File: src/rtl/cu_instr_sequencer.sv
// Steps a small stored program onto the CU instruction bus, one word at a time.
// After each word has been held for HOLD cycles, it captures the CU result.
module cu_instr_sequencer #(
  parameter int DEPTH = 16,
  parameter int AW    = 4,
  parameter int HOLD  = 2
) (
  input  logic          clk,
  input  logic          rst,
  input  logic          wr_en,
  input  logic [AW-1:0] wr_addr,
  input  logic [18:0]   wr_data,
  input  logic [AW:0]   prog_len,
  input  logic          start,
  output logic [18:0]   instruction,
  input  logic [7:0]    cu_result,
  output logic          res_valid,
  output logic [7:0]    res_data,
  output logic [2:0]    res_op,
  output logic [AW-1:0] res_index,
  output logic          busy,
  output logic          done
);
  localparam int CW = (HOLD > 1) ? $clog2(HOLD) : 1;
  localparam logic [CW-1:0] CNT_INIT = CW'(HOLD - 1);
  localparam logic [AW:0]   DEPTH_L  = (AW + 1)'(DEPTH);

  typedef enum logic {IDLE, RUN} state_t;

  state_t        state_q, state_d;
  logic [18:0]   mem_q [DEPTH];
  logic [AW-1:0] pc_q, pc_d;
  logic [CW-1:0] cnt_q, cnt_d;
  logic [AW:0]   len_q, len_d;
  logic [18:0]   instruction_q, instruction_d;
  logic          res_valid_q, res_valid_d;
  logic [7:0]    res_data_q, res_data_d;
  logic [2:0]    res_op_q, res_op_d;
  logic [AW-1:0] res_index_q, res_index_d;
  logic          busy_q, busy_d;
  logic          done_q, done_d;
  logic [AW:0]   len_clamp;
  logic [AW:0]   nxt;

  assign len_clamp = (prog_len > DEPTH_L) ? DEPTH_L : prog_len;

  // Program memory has no reset so a loaded program survives rst.
  always_ff @(posedge clk) begin
    if (wr_en && !busy_q && ({1'b0, wr_addr} < DEPTH_L)) begin
      mem_q[wr_addr] <= wr_data;
    end
  end

  always_comb begin
    state_d       = state_q;
    pc_d          = pc_q;
    cnt_d         = cnt_q;
    len_d         = len_q;
    instruction_d = instruction_q;
    res_valid_d   = 1'b0;
    res_data_d    = res_data_q;
    res_op_d      = res_op_q;
    res_index_d   = res_index_q;
    busy_d        = busy_q;
    done_d        = 1'b0;
    nxt           = {1'b0, pc_q} + (AW + 1)'(1);
    case (state_q)
      IDLE: begin
        if (start) begin
          len_d = len_clamp;
          if ((len_clamp == '0) || (mem_q[0][18:16] == 3'b000)) begin
            done_d = 1'b1;
          end else begin
            instruction_d = mem_q[0];
            pc_d          = '0;
            cnt_d         = CNT_INIT;
            busy_d        = 1'b1;
            state_d       = RUN;
          end
        end
      end
      RUN: begin
        if (cnt_q != '0) begin
          cnt_d = cnt_q - 1'b1;
        end else begin
          res_data_d  = cu_result;
          res_op_d    = instruction_q[18:16];
          res_index_d = pc_q;
          res_valid_d = 1'b1;
          // nxt==len is tested first so mem is never consulted past the run.
          if ((nxt == len_q) || (mem_q[nxt[AW-1:0]][18:16] == 3'b000)) begin
            done_d        = 1'b1;
            busy_d        = 1'b0;
            instruction_d = '0;
            state_d       = IDLE;
          end else begin
            pc_d          = nxt[AW-1:0];
            instruction_d = mem_q[nxt[AW-1:0]];
            cnt_d         = CNT_INIT;
          end
        end
      end
      default: state_d = IDLE;
    endcase
  end

  always_ff @(posedge clk) begin
    if (rst) begin
      state_q       <= IDLE;
      pc_q          <= '0;
      cnt_q         <= '0;
      len_q         <= '0;
      instruction_q <= '0;
      res_valid_q   <= 1'b0;
      res_data_q    <= '0;
      res_op_q      <= '0;
      res_index_q   <= '0;
      busy_q        <= 1'b0;
      done_q        <= 1'b0;
    end else begin
      state_q       <= state_d;
      pc_q          <= pc_d;
      cnt_q         <= cnt_d;
      len_q         <= len_d;
      instruction_q <= instruction_d;
      res_valid_q   <= res_valid_d;
      res_data_q    <= res_data_d;
      res_op_q      <= res_op_d;
      res_index_q   <= res_index_d;
      busy_q        <= busy_d;
      done_q        <= done_d;
    end
  end

  assign instruction = instruction_q;
  assign res_valid   = res_valid_q;
  assign res_data    = res_data_q;
  assign res_op      = res_op_q;
  assign res_index   = res_index_q;
  assign busy        = busy_q;
  assign done        = done_q;

endmodule

File: config.mk
export PLATFORM = sky130hd
export DESIGN_NAME = cu_instr_sequencer
export DESIGN_NICKNAME = d
export VERILOG_FILES = /design/src/rtl/cu_instr_sequencer.sv
export SDC_FILE = /design/constraint.sdc
export NUM_CORES = 1
export LEC_CHECK = 0
export ABC_AREA = 1
export CORE_ASPECT_RATIO = 0.6
export CORE_MARGIN = 2
export CORE_UTILIZATION = 55
export CTS_BUF_LIST = sky130_fd_sc_hd__clkbuf_16
export DETAILED_ROUTE_END_ITERATION = 6
export DONT_BUFFER_PORTS = 1
export GPL_TIMING_DRIVEN = 0
export PLACE_DENSITY = 0.66
export SLEW_MARGIN = 20
export SYNTH_ARGS = -nofsm -noshare
export SYNTH_HDL_FRONTEND = slang
export SYNTH_SLANG_ARGS = --single-unit
export TNS_END_PERCENT = 30
File: constraint.sdc
create_clock -name clk -period 4.01 [get_ports clk]
set_clock_uncertainty 0.1 [all_clocks]
set_input_delay 1.203 -clock clk [delete_from_list [all_inputs] [get_ports clk]]
set_output_delay 1.203 -clock clk [all_outputs]
set_load 0.05 [all_outputs]
# After elaboration in Yosys (flattened, before gate mapping)
# Memories as Yosys holds them, arrays and structs flattened.
# Cells that the tools add are included.
[totals]
ff_bits = 48
ramBits = 304
in_bits = 40
output_inout_bits = 37
n_memories = 1
[op_classes]
n_addsub = 2
magnitude_cmp = 1
n_eq_ne = 6
n_mux = 31
n_bitwise = 2
n_reduce_logical = 14
[mem_list]
columns = ["memory", "depth", "word_bits", "rd", "rd_ports_with_merged_regs", "write_ports", "line", "rtl"]
rows = [
  ["mem_q", 16, 19, 2, 0, 1, "31", "logic [18:0] mem_q [DEPTH];"],
]
[ops]
columns = ["op", "count"]
rows = [
  ["19-bit two-way mux", 4],
  ["19-bit one-hot mux with 2 select lines", 1],
  ["1-bit two-way mux", 16],
  ["4-bit two-way mux", 4],
  ["2-bit != test, second input constant", 4],
  ["1-bit one-hot mux with 2 select lines", 4],
  ["4-bit one-hot mux with 2 select lines", 1],
  ["4-bit AND reduction", 2],
  ["3-bit logical NOT", 2],
  ["2-bit AND reduction", 3],
  ["4-bit by 1-bit adder with 5-bit output, second input constant", 1],
  ["5-bit == test", 1],
  ["5-bit > comparator, second input constant", 1],
  ["5-bit logical NOT", 1],
  ["5-bit two-way mux", 1],
  ["3-bit AND reduction", 1],
  ["1-bit logical OR", 2],
  ["2-bit by 1-bit != test with 1-bit output, second input constant", 1],
  ["1-bit inverter", 2],
  ["2-bit OR reduction", 1],
  ["1-bit logical AND", 1],
  ["1-bit logical NOT", 1],
  ["1-bit subtractor, second input constant", 1],
]

# Depth between registers and ports, before layout
# Gate-level depths: netlist of the first run.
[depth]
depth_word = 7
depth_mapped = 16
depth_no_buf = 15

# Least setup slack after synthesis of the first run
# OpenSTA, ideal clock, no wires.
[synth_timing]
path_kind = "input -> register"
startpoint = "input port wr_en"
endpoint = "memory mem_q[10][0], enable pin"
arrival_ns = 2.836
t_required_ns = 3.491
path_slack_ns = 0.655
stages = 4
n_path_buf = 0
cell_sequence = "inv_1 > nor2_1 > inv_1 > nor3_1"
[synth_between]
elab_chain_len = 3
[synth_lines]
columns = ["element", "line", "rtl"]
rows = [
  ["start, declared", "10", "input logic wr_en,"],
  ["1-bit logical AND", "49", "if (wr_en && !busy_q && ({1'b0, wr_addr} < DEPTH_L)) begin"],
  ["1-bit two-way mux", "49", ""],
  ["1-bit two-way mux (not written as such)", "50", "mem_q[wr_addr] <= wr_data;"],
  ["end, declared", "31", ""],
]
# Every way passes these cells.

# Worst setup path in the final report of the first run
[layout_timing]
startpoint = "register pc_q[1]"
endpoint = "register instruction_q[9] (netlist: instruction[9])"
[layout_between]
elab_chain_len = 7
[layout_lines]
columns = ["element", "line", "rtl"]
rows = [
  ["start, declared", "32", "logic [AW-1:0] pc_q, pc_d;"],
  ["start signal, assigned", "122", "pc_q <= pc_d;"],
  ["4-bit by 1-bit adder with 5-bit output (*)", "66", "nxt = {1'b0, pc_q} + (AW + 1)'(1);"],
  ["memory 16 x 19 bit", "--", ""],
  ["3-bit logical NOT", "91", "if ((nxt == len_q) || (mem_q[nxt[AW-1:0]][18:16] == 3'b000)) begin"],
  ["1-bit logical OR", "91", ""],
  ["19-bit two-way mux (*)", "91", ""],
  ["19-bit two-way mux (*)", "83", "if (cnt_q != '0) begin"],
  ["19-bit one-hot mux with 2 select lines (*)", "67", "case (state_q)"],
  ["end signal, assigned", "125", "instruction_q <= instruction_d;"],
  ["end, declared", "35", "logic [18:0] instruction_q, instruction_d;"],
]
# Every way passes the cells marked *; elsewhere a longest branch is shown, timed or not. The select of a mux whose other input is x is not followed.
# A chain may end at the register's enable or synchronous reset.

==> results of run 1 <==
## power by group through the flow
stage	clock network [W]	registers (W)	logic [W]
3_5_place_dp	0	0.00433	0.00115
4_1_cts	0.00309	0.00425	0.00116
3_3_place_gp	0	0.00433	0.00112
6_report	0.00306	0.00425	0.00119
5_1_grt	0.00323	0.00426	0.00130
2_1_floorplan	0	0.00432	0.000784
## worst max path at each step
stage | from | to | slack (ns) | depth (start not counted)
floorplan | wr_en | mem_q[10][0]$_DFFE_PP_ | 0.66 | 4
global placement | wr_en | mem_q[11][8]$_DFFE_PP_ | -0.82 | 4
detailed placement | wr_en | mem_q[14][6]$_DFFE_PP_ | 0.80 | 6
CTS | pc_q[1]$_SDFFE_PP0P_ | instruction[9]$_SDFFE_PP0P_ | 1.0 | 13
global route | pc_q[1]$_SDFFE_PP0P_ | instruction[8]$_SDFFE_PP0P_ | 0.73 | 13
finish | pc_q[1]$_SDFFE_PP0P_ | instruction[9]$_SDFFE_PP0P_ | 0.86 | 13
## layout make-up
cell class | count | area (um2)
fill | 1977 | 9360
multi-input combinational | 758 | 3620
inverter | 57 | 214
tap | 352 | 440
clock inverter | 22 | 103
timing repair buffer | 23 | 210
buffer | 76 | 404
sequential | 352 | 10100
clock buffer | 38 | 951
## registers in the layout, summed over array words and instances (netlist names)
signal       cells
state_q          1
instruction     19
res_index        4
cnt_q            1
res_op           3
busy             1
res_valid        1
mem_q          304
res_data         8
done             1
pc_q             4
len_q            5
## metrics by stage
step	setup TNS [ns]	worst slack [ns]	utilization	hold WS [ns]	area [um2]
final	0	0.861	0.631	0.385	16000
after global routing	0	0.725	0.631	0.410	16000
after CTS	0	0.998	0.631	0.386	16000
after detailed placement	0	0.801	0.590	0.377	15000
after global placement	-108.62	-0.823	0.579	0.370	14700
after floorplan	0	0.655	-	0.357	14300
## worst max-delay path, delay by kind of cell, from the launching register on
kind / cells / cell delay, ns
buffers and inverters: 4 / 1.06
AND/OR/NAND/NOR: 6 / 0.65
AO/OA/AOI/OAI: 2 / 0.56
flip-flops: 1 / 0.43
adder cells (fa/ha/maj): 1 / 0.26
## placed cells by master, fill, tap and decap left out, types with 3 or more instances in the layout
cell / count
nor3_2: 8
clkinv_2: 6
a31oi_1: 14
edfxtp_1: 304
nor3_1: 4
buf_1: 3
buf_2: 17
nand2_1: 272
nor2_2: 7
nand2_2: 3
clkbuf_16: 38
inv_2: 4
clkbuf_1: 39
a22oi_1: 52
xor2_2: 3
o21ai_0: 61
buf_6: 15
nand3_1: 66
inv_1: 60
buf_4: 23
clkinv_1: 8
dfxtp_1: 48
a21oi_1: 134
nor2_1: 119
## per-layer routing
layer | wire, um | up-vias | track usage | share of wire
met4 | 735 | 0 | 0.0729 | 0.018
met5 | 0 | - | 0 | 0
li1 | - | 4498 | - | -
met3 | 5700 | 60 | 0.101 | 0.14
met1 | 18000 | 4772 | 0.477 | 0.45
met2 | 15600 | 614 | 0.388 | 0.39
## kinds of logic after synthesis
kind of cell / count (synthesis)
fa+ha+maj: 1
buf+inv: 133
compound gates: 264
xor+xnor: 7
simple gates: 486
flops: 352
==> metrics.csv, run 1 <==
metric,value,unit
hold_viol_final,0,
io_buffers,0,
die_area,0.0273,mm2
yosys.area_share.simple,0.139,
numCtsBuffers,34,
hold_path_end,cnt_q$_SDFFE_PP0P_,
ios,77,
cts_tree,built,
yosys-top-cells-count,"edfxtp_1 (304), nand2_1 (272), a21oi_1 (134)",
dp_hpwl,27.3,mm
r2r_cells,13,
r2r_end,instruction[9]$_SDFFE_PP0P_,
detail_route.first_pass.iterations,5,
slew_violations,0,
hp-class,reg2reg,
cpPeakStageDelay,0.47,ns
core,0.0254,mm2
cts_setup_buffers,0,
async_flop_share,0,
clockBufferDepth,3,
yosys.area.top_type,edfxtp_1,
synth_compound_area_frac,0.103,
seq_power_share,0.500,
drt_iter0_markers,1446,
vias,9944,
synth_area,0.0143,mm2
finalCritPeriodShare,0.785,
p_leak,5.87,nW
grt_usage,0.299,
synth-edff-count,304,
root_buffer,clkbuf_16,
regToRegSetupSlack,0.86,ns
p_int,0.00612,W
timing.rr.start,pc_q[1]$_SDFFE_PP0P_,
overflow,0,
via_per_inst,5.93,
yosys_warnings,0,
die_w,212,um
synth.mux.area_fraction,0,
relSlewSlack,0.445,
clk_pin_slew_worst_paths,0.06,ns
die_h,129,um
p_sw,0.00239,W
clk_latency,0.53,ns
drc_errors,0,
max_freq,318,MHz
cp-end-kind,flip-flop,
cp_common_cell,nor2_1,
wl,40.0,mm
ys_ff_latch,352,
cts_sinks,352,
antenna_cells,0,
worst-path-max-fanout,10,
rsz0062_at_grt,no,
drive_gt1_frac,0.101,
crit_arrival,3.51,ns
syn2layout_area_growth,12.4,%
nets,1343,
worstSetupPathType,reg2reg,
wire_per_inst,23.8,um
drv_cap,0,
synthFlopType,edfxtp_1,
status,"finished, final reports clean",
powerDensity,531,mW/mm2
ys_types,30,
ant_nets,0,
synth_xor_area_frac,0.00588,
setup_viol,0,
synth_area_per_cell,11.5,um2
combPwrFrac,0.140,
hold_depth,2,
synth.area.top_cells,"edfxtp_1 (64%), nand2_1 (7.2%), dfxtp_1 (6.7%)",
hp-start,cnt_q$_SDFFE_PP0P_,
worst_path_max_delay_cell,a22oi_1,
max-vdd-ir-drop,0.382,mV
swShare,0.281,
finalNonFillerCells,1678,
post-synth-top-count-cell,edfxtp_1,
grt_max_degree,20,
p_total,0.00851,W
worst_pin_slew,0.833,ns
syn_inst,1243,
period_minus_slack,3.15,ns
cts_hold_buf,0,
cts_resized,0,
rows,45,
synth_top_family_by_area,simple AND/OR/NAND/NOR gates,
gp_congestion,0.886,
synth_top_area_frac,0.640,
synthesis.nets,1284,
grt_pass1_wl,57.9,mm
grt_pass1_vias,8998,
start_kind,flip-flop,
h-tree-depth,2,
pwr-share-clk,0.360,
path_cells,ha_1 > buf_2 > inv_1 > buf_4 > clkbuf_1 > a21oi_1 > a22oi_1 > nand2_1 > nand3_1 > nand2_1 > nor2_1 > nor2_1 > nor2_1,
required,4.37,ns
dp_cells,1618,
start_util,0.562,
synth-adder-area-share,0.000877,
antenna_found_initial,2,
ys_seq_area_frac,0.707,
Power figures use the tool's default switching activity.
==> inputs of run 2 (changes only) <==
--- a/config.mk
+++ b/config.mk
@@ -13,7 +13,7 @@
 export DETAILED_ROUTE_END_ITERATION = 6
 export DONT_BUFFER_PORTS = 1
 export GPL_TIMING_DRIVEN = 0
-export PLACE_DENSITY = 0.66
+export PLACE_DENSITY = 0.69
 export SLEW_MARGIN = 20
 export SYNTH_ARGS = -nofsm -noshare
 export SYNTH_HDL_FRONTEND = slang
==> constraint.sdc (replaced) <==
create_clock -name clk -period 2.5 [get_ports clk]
set_clock_uncertainty 0.1 [all_clocks]
set_input_delay 0.75 -clock clk [delete_from_list [all_inputs] [get_ports clk]]
set_output_delay 0.75 -clock clk [all_outputs]
set_load 0.05 [all_outputs]
==> metrics.csv, run 2 (synthesis gave the netlist of run 1 again) <==
metric,value,unit
final_common_cell,edfxtp_1,
grt_usage,0.296,
start_kind,flip-flop,
wl,39.6,mm
relSlewSlack,0.524,
swShare,0.285,
grt_max_degree,20,
antenna_cells,0,
core,0.0254,mm2
pwr-share-clk,0.357,
drive_gt1_frac,0.155,
tns,0,ns
drv_cap,0,
gp_congestion,0.934,
ios,77,
hold_viol_final,0,
root_buffer,clkbuf_16,
pre_cts_ws,-0.514,ns
overflow,0,
io_buffers,0,
cts_hold_buf,0,
via_per_inst,5.88,
p_leak,6.05,nW
grt_pass1_vias,9103,
p_total,0.0141,W
worst-path-max-fanout,9,
p_sw,0.00403,W
most-common-layout-cells,"edfxtp_1 (304), nand2_1 (266), a21oi_1 (134)",
hold_ws,0.206,ns
nets,1348,
dp_hpwl,27.3,mm
cts_tree,built,
h-tree-depth,2,
cts_sinks,352,
die_area,0.0273,mm2
p_int,0.0101,W
start_util,0.562,
combPwrFrac,0.160,
max-vdd-ir-drop,0.708,mV
setup_viol,0,
ant_nets,0,
detail_route.first_pass.iterations,6,
largest_register_ffs,304,
seq_power_share,0.483,
grt_pass1_wl,57.6,mm
status,"finished, final reports clean",
cp-end-kind,flip-flop,
clk_latency,0.54,ns
rsz0062_at_grt,yes,
drc_errors,0,
wire_per_inst,23.5,um
syn2layout_area_growth,15.4,%
setup_slack,0.00609,ns
vias,9897,
place_area,0.0150,mm2
drt_iter0_markers,1477,
crit_arrival,2.64,ns
numCtsBuffers,34,
required,2.65,ns
slew_violations,0,
clockBufferDepth,3,
clk_pin_slew_worst_paths,0.07,ns
regMostFlops,mem_q,
die_w,212,um
rows,45,
worst_pin_slew,0.713,ns
powerDensity,859,mW/mm2
period_minus_slack,2.49,ns
final_cell_area,0.0165,mm2
worstSetupPathType,reg2reg,
hp-class,in2reg,
die_h,129,um
max_freq,401,MHz
antenna_found_initial,0,
finalCritPeriodShare,0.998,
==> run 2: cell types whose count changed in the layout (fill, tap and decap cells not counted), moves of 6 or more <==
cell,before,now
a22oi_2,0,22
clkinv_2,6,0
nor2_1,119,112
nand2_1,272,266
a22oi_1,52,30
buf_6,15,27
buf_2,17,5
clkbuf_1,39,14
clkbuf_4,0,8
clkbuf_2,0,17
==> run 2: routing by layer <==
layer,GRT usage,vias up,share of wire,routed length [um]
li1,-,4501,-,-
met1,0.462,4698,0.44,17200
met2,0.377,631,0.38,15200
met3,0.122,67,0.16,6310
met4,0.0766,0,0.020,799
met5,0,-,0,0
==> run 2: repair_timing <==
item | in CTS | in global routing
setup endpoints to repair | 25 | 63
buffers inserted | 0 | 3
gates cloned | 0 | 2
resized for setup | 53 | 79
pin swaps | 1 | 13
==> run 2: critical path: stages (launching register included) <==
cell and delay, ns:
dfxtp_1 0.55, nor2_1 0.29, inv_1 0.22, nor3_2 0.55, buf_4 0.31, buf_6 0.17
==> run 2: power by group through the flow <==
stage	registers, W	clock network [W]	logic (W)
after global routing	0.00684	0.00529	0.00245
after CTS	0.00682	0.00505	0.00203
after floorplan	0.00692	0	0.00126
after detailed placement	0.00695	0	0.00192
final	0.00682	0.00504	0.00226
after global placement	0.00695	0	0.00188
==> run 2: through the flow <==
stage	cells	util
final	1682	0.648
after global routing	1682	0.648
after CTS	1677	0.638
after detailed placement	1618	0.590
after global placement	1595	0.579
after floorplan	1243	-
==> run 2: path summary, 6_finish.rpt <==
kind	start	end	slack (ns)	cells past startpoint
max	busy$_SDFFE_PP0P_	mem_q[11][12]$_DFFE_PP_	0.006	5
min	wr_data[15]	mem_q[8][15]$_DFFE_PP_	0.21	0
max reg2reg	busy$_SDFFE_PP0P_	mem_q[11][12]$_DFFE_PP_	0.006	5
min reg2reg	cnt_q$_SDFFE_PP0P_	cnt_q$_SDFFE_PP0P_	0.41	2
==> run 2: layout make-up <==
| class | count | area [um2] |
|---|---|---|
| Buffer | 76 | 538 |
| Clock buffer | 35 | 876 |
| Clock inverter | 24 | 196 |
| Fill cell | 1896 | 8940 |
| Inverter | 57 | 216 |
| Multi-Input combinational cell | 758 | 3820 |
| Sequential cell | 352 | 10100 |
| Tap cell | 352 | 440 |
| Timing Repair Buffer | 28 | 273 |
==> inputs of run 3 (changes only) <==
--- a/config.mk
+++ b/config.mk
@@ -10,9 +10,11 @@
 export CORE_MARGIN = 2
 export CORE_UTILIZATION = 55
 export CTS_BUF_LIST = sky130_fd_sc_hd__clkbuf_16
+export CTS_CLUSTER_SIZE = 10
 export DETAILED_ROUTE_END_ITERATION = 6
 export DONT_BUFFER_PORTS = 1
 export GPL_TIMING_DRIVEN = 0
+export HOLD_SLACK_MARGIN = 0.1
 export PLACE_DENSITY = 0.69
 export SLEW_MARGIN = 20
 export SYNTH_ARGS = -nofsm -noshare
==> metrics.csv, run 3 (synthesis gave the netlist of run 1 again) <==
metric,value,unit
start_kind,flip-flop,
ant_nets,0,
crit_buf_inv,3,
grt_usage,0.297,
max_freq,403,MHz
place_area,0.0150,mm2
hold_ws,0.185,ns
powerDensity,868,mW/mm2
grt_pass1_vias,9051,
h-tree-depth,2,
hp-class,in2reg,
drv_cap,0,
worst-path-max-fanout,9,
worst_pin_slew,0.713,ns
worstSetupPathType,reg2reg,
clockBufferDepth,3,
rsz0062_at_grt,yes,
slew_violations,0,
regMostFlops,mem_q,
io_buffers,0,
clk_latency,0.56,ns
status,"finished, final reports clean",
drc_errors,0,
finalNonFillerCells,1679,
relSlewSlack,0.524,
rows,45,
antenna_found_initial,0,
utilization,0.651,
root_buffer,clkbuf_16,
dp_hpwl,27.3,mm
regArea,0.0101,mm2
crit_arrival,2.65,ns
cpPeakStageDelay,0.56,ns
numCtsBuffers,41,
start_util,0.562,
most-common-layout-cells,"edfxtp_1 (304), nand2_1 (263), a21oi_1 (134)",
multi_input_area,0.00381,mm2
drt_iter0_markers,1362,
p_total,0.0144,W
max-vdd-ir-drop,0.684,mV
die_w,212,um
wl,39.5,mm
p_leak,6.10,nW
cp-end-kind,flip-flop,
path_cells,nor2_1 > inv_1 > nor3_2 > buf_4 > buf_6,
cts_tree,built,
wire_per_inst,23.5,um
final_cell_area,0.0165,mm2
gp_congestion,0.934,
core,0.0254,mm2
fill_cells,1869,
final_common_cell,edfxtp_1,
nets,1353,
clk_pin_slew_worst_paths,0.06,ns
worst_path_max_delay_cell,nor3_2,
vias,9904,
largest_register_ffs,304,
cts_hold_buf,0,
detail_route.first_pass.iterations,5,
finalCritPeriodShare,0.992,
die_h,129,um
overflow,0,
grt_pass1_wl,57.6,mm
drive_gt1_frac,0.155,
syn2layout_area_growth,15.9,%
via_per_inst,5.90,
period_minus_slack,2.48,ns
cts_sinks,352,
ios,77,
hold_viol_final,0,
dp_cells,1618,
grt_max_degree,20,
die_area,0.0273,mm2
required,2.67,ns
setup_viol,0,
cp_top_family,simple AND/OR/NAND/NOR gates,
run 3: cell types whose count changed in the layout (fill, tap and decap cells not counted), sizes merged:
| cell | change |
|---|---|
| clkbuf | +9 |
| diode | +1 |
| bufinv | -3 |
| buf | -4 |
| clkinv | -5 |
| inv | -1 |
run 3: per-stage QoR:
step | setup slack [ns] | setup TNS, ns
after floorplan | -0.402 | -61.06
after global placement | -1.68 | -323.36
after detailed placement | -0.514 | -8.07
after CTS | -0.000390 | -0.000390
after global routing | -0.0643 | -1.19
final | 0.0210 | 0
run 3: per-layer routing:
layer	up-vias	GRT usage	routed length (um)	part of all wire
li1	4508	-	-	-
met1	4671	0.468	17100	0.43
met2	652	0.375	15000	0.38
met3	73	0.117	6510	0.16
met4	0	0.0800	897	0.023
met5	-	0	0	0
run 3: area by class of cell:
cell class                      instances  share of cell area
Sequential cell                       352               0.611
Clock inverter                         15             0.00545
Buffer                                 76              0.0347
Inverter                               57              0.0132
Tap cell                              352              0.0266
Antenna cell                            1            0.000151
Multi-Input combinational cell        758               0.230
Clock buffer                           42              0.0636
Timing Repair Buffer                   26              0.0156
run 3: what timing repair did:
item                                    4_1_cts  5_1_grt
endpoints found under the setup margin       26       56
cloned                                        0        2
buffers inserted                              0        1
pin swaps                                     2       10
resized for setup                            54       89
hold endpoints to repair                      0        0
run 3: final timing paths:
path                            from                       to  slack (ns)  cells after the start
setup / recovery   busy$_SDFFE_PP0P_  mem_q[11][13]$_DFFE_PP_        0.02                      5
hold / removal           wr_data[15]   mem_q[9][15]$_DFFE_PP_        0.18                      0
setup reg to reg   busy$_SDFFE_PP0P_  mem_q[11][13]$_DFFE_PP_        0.02                      5
hold reg to reg   cnt_q$_SDFFE_PP0P_       cnt_q$_SDFFE_PP0P_        0.41                      2
run 3: report_power, final:
group / internal [W] / switching [W] / total [W] / leakage (nW)
clock network: 0.00300 / 0.00224 / 0.00524 / 0.603
registers: 0.00652 / 0.000308 / 0.00683 / 3.14
logic: 0.000744 / 0.00153 / 0.00228 / 2.36
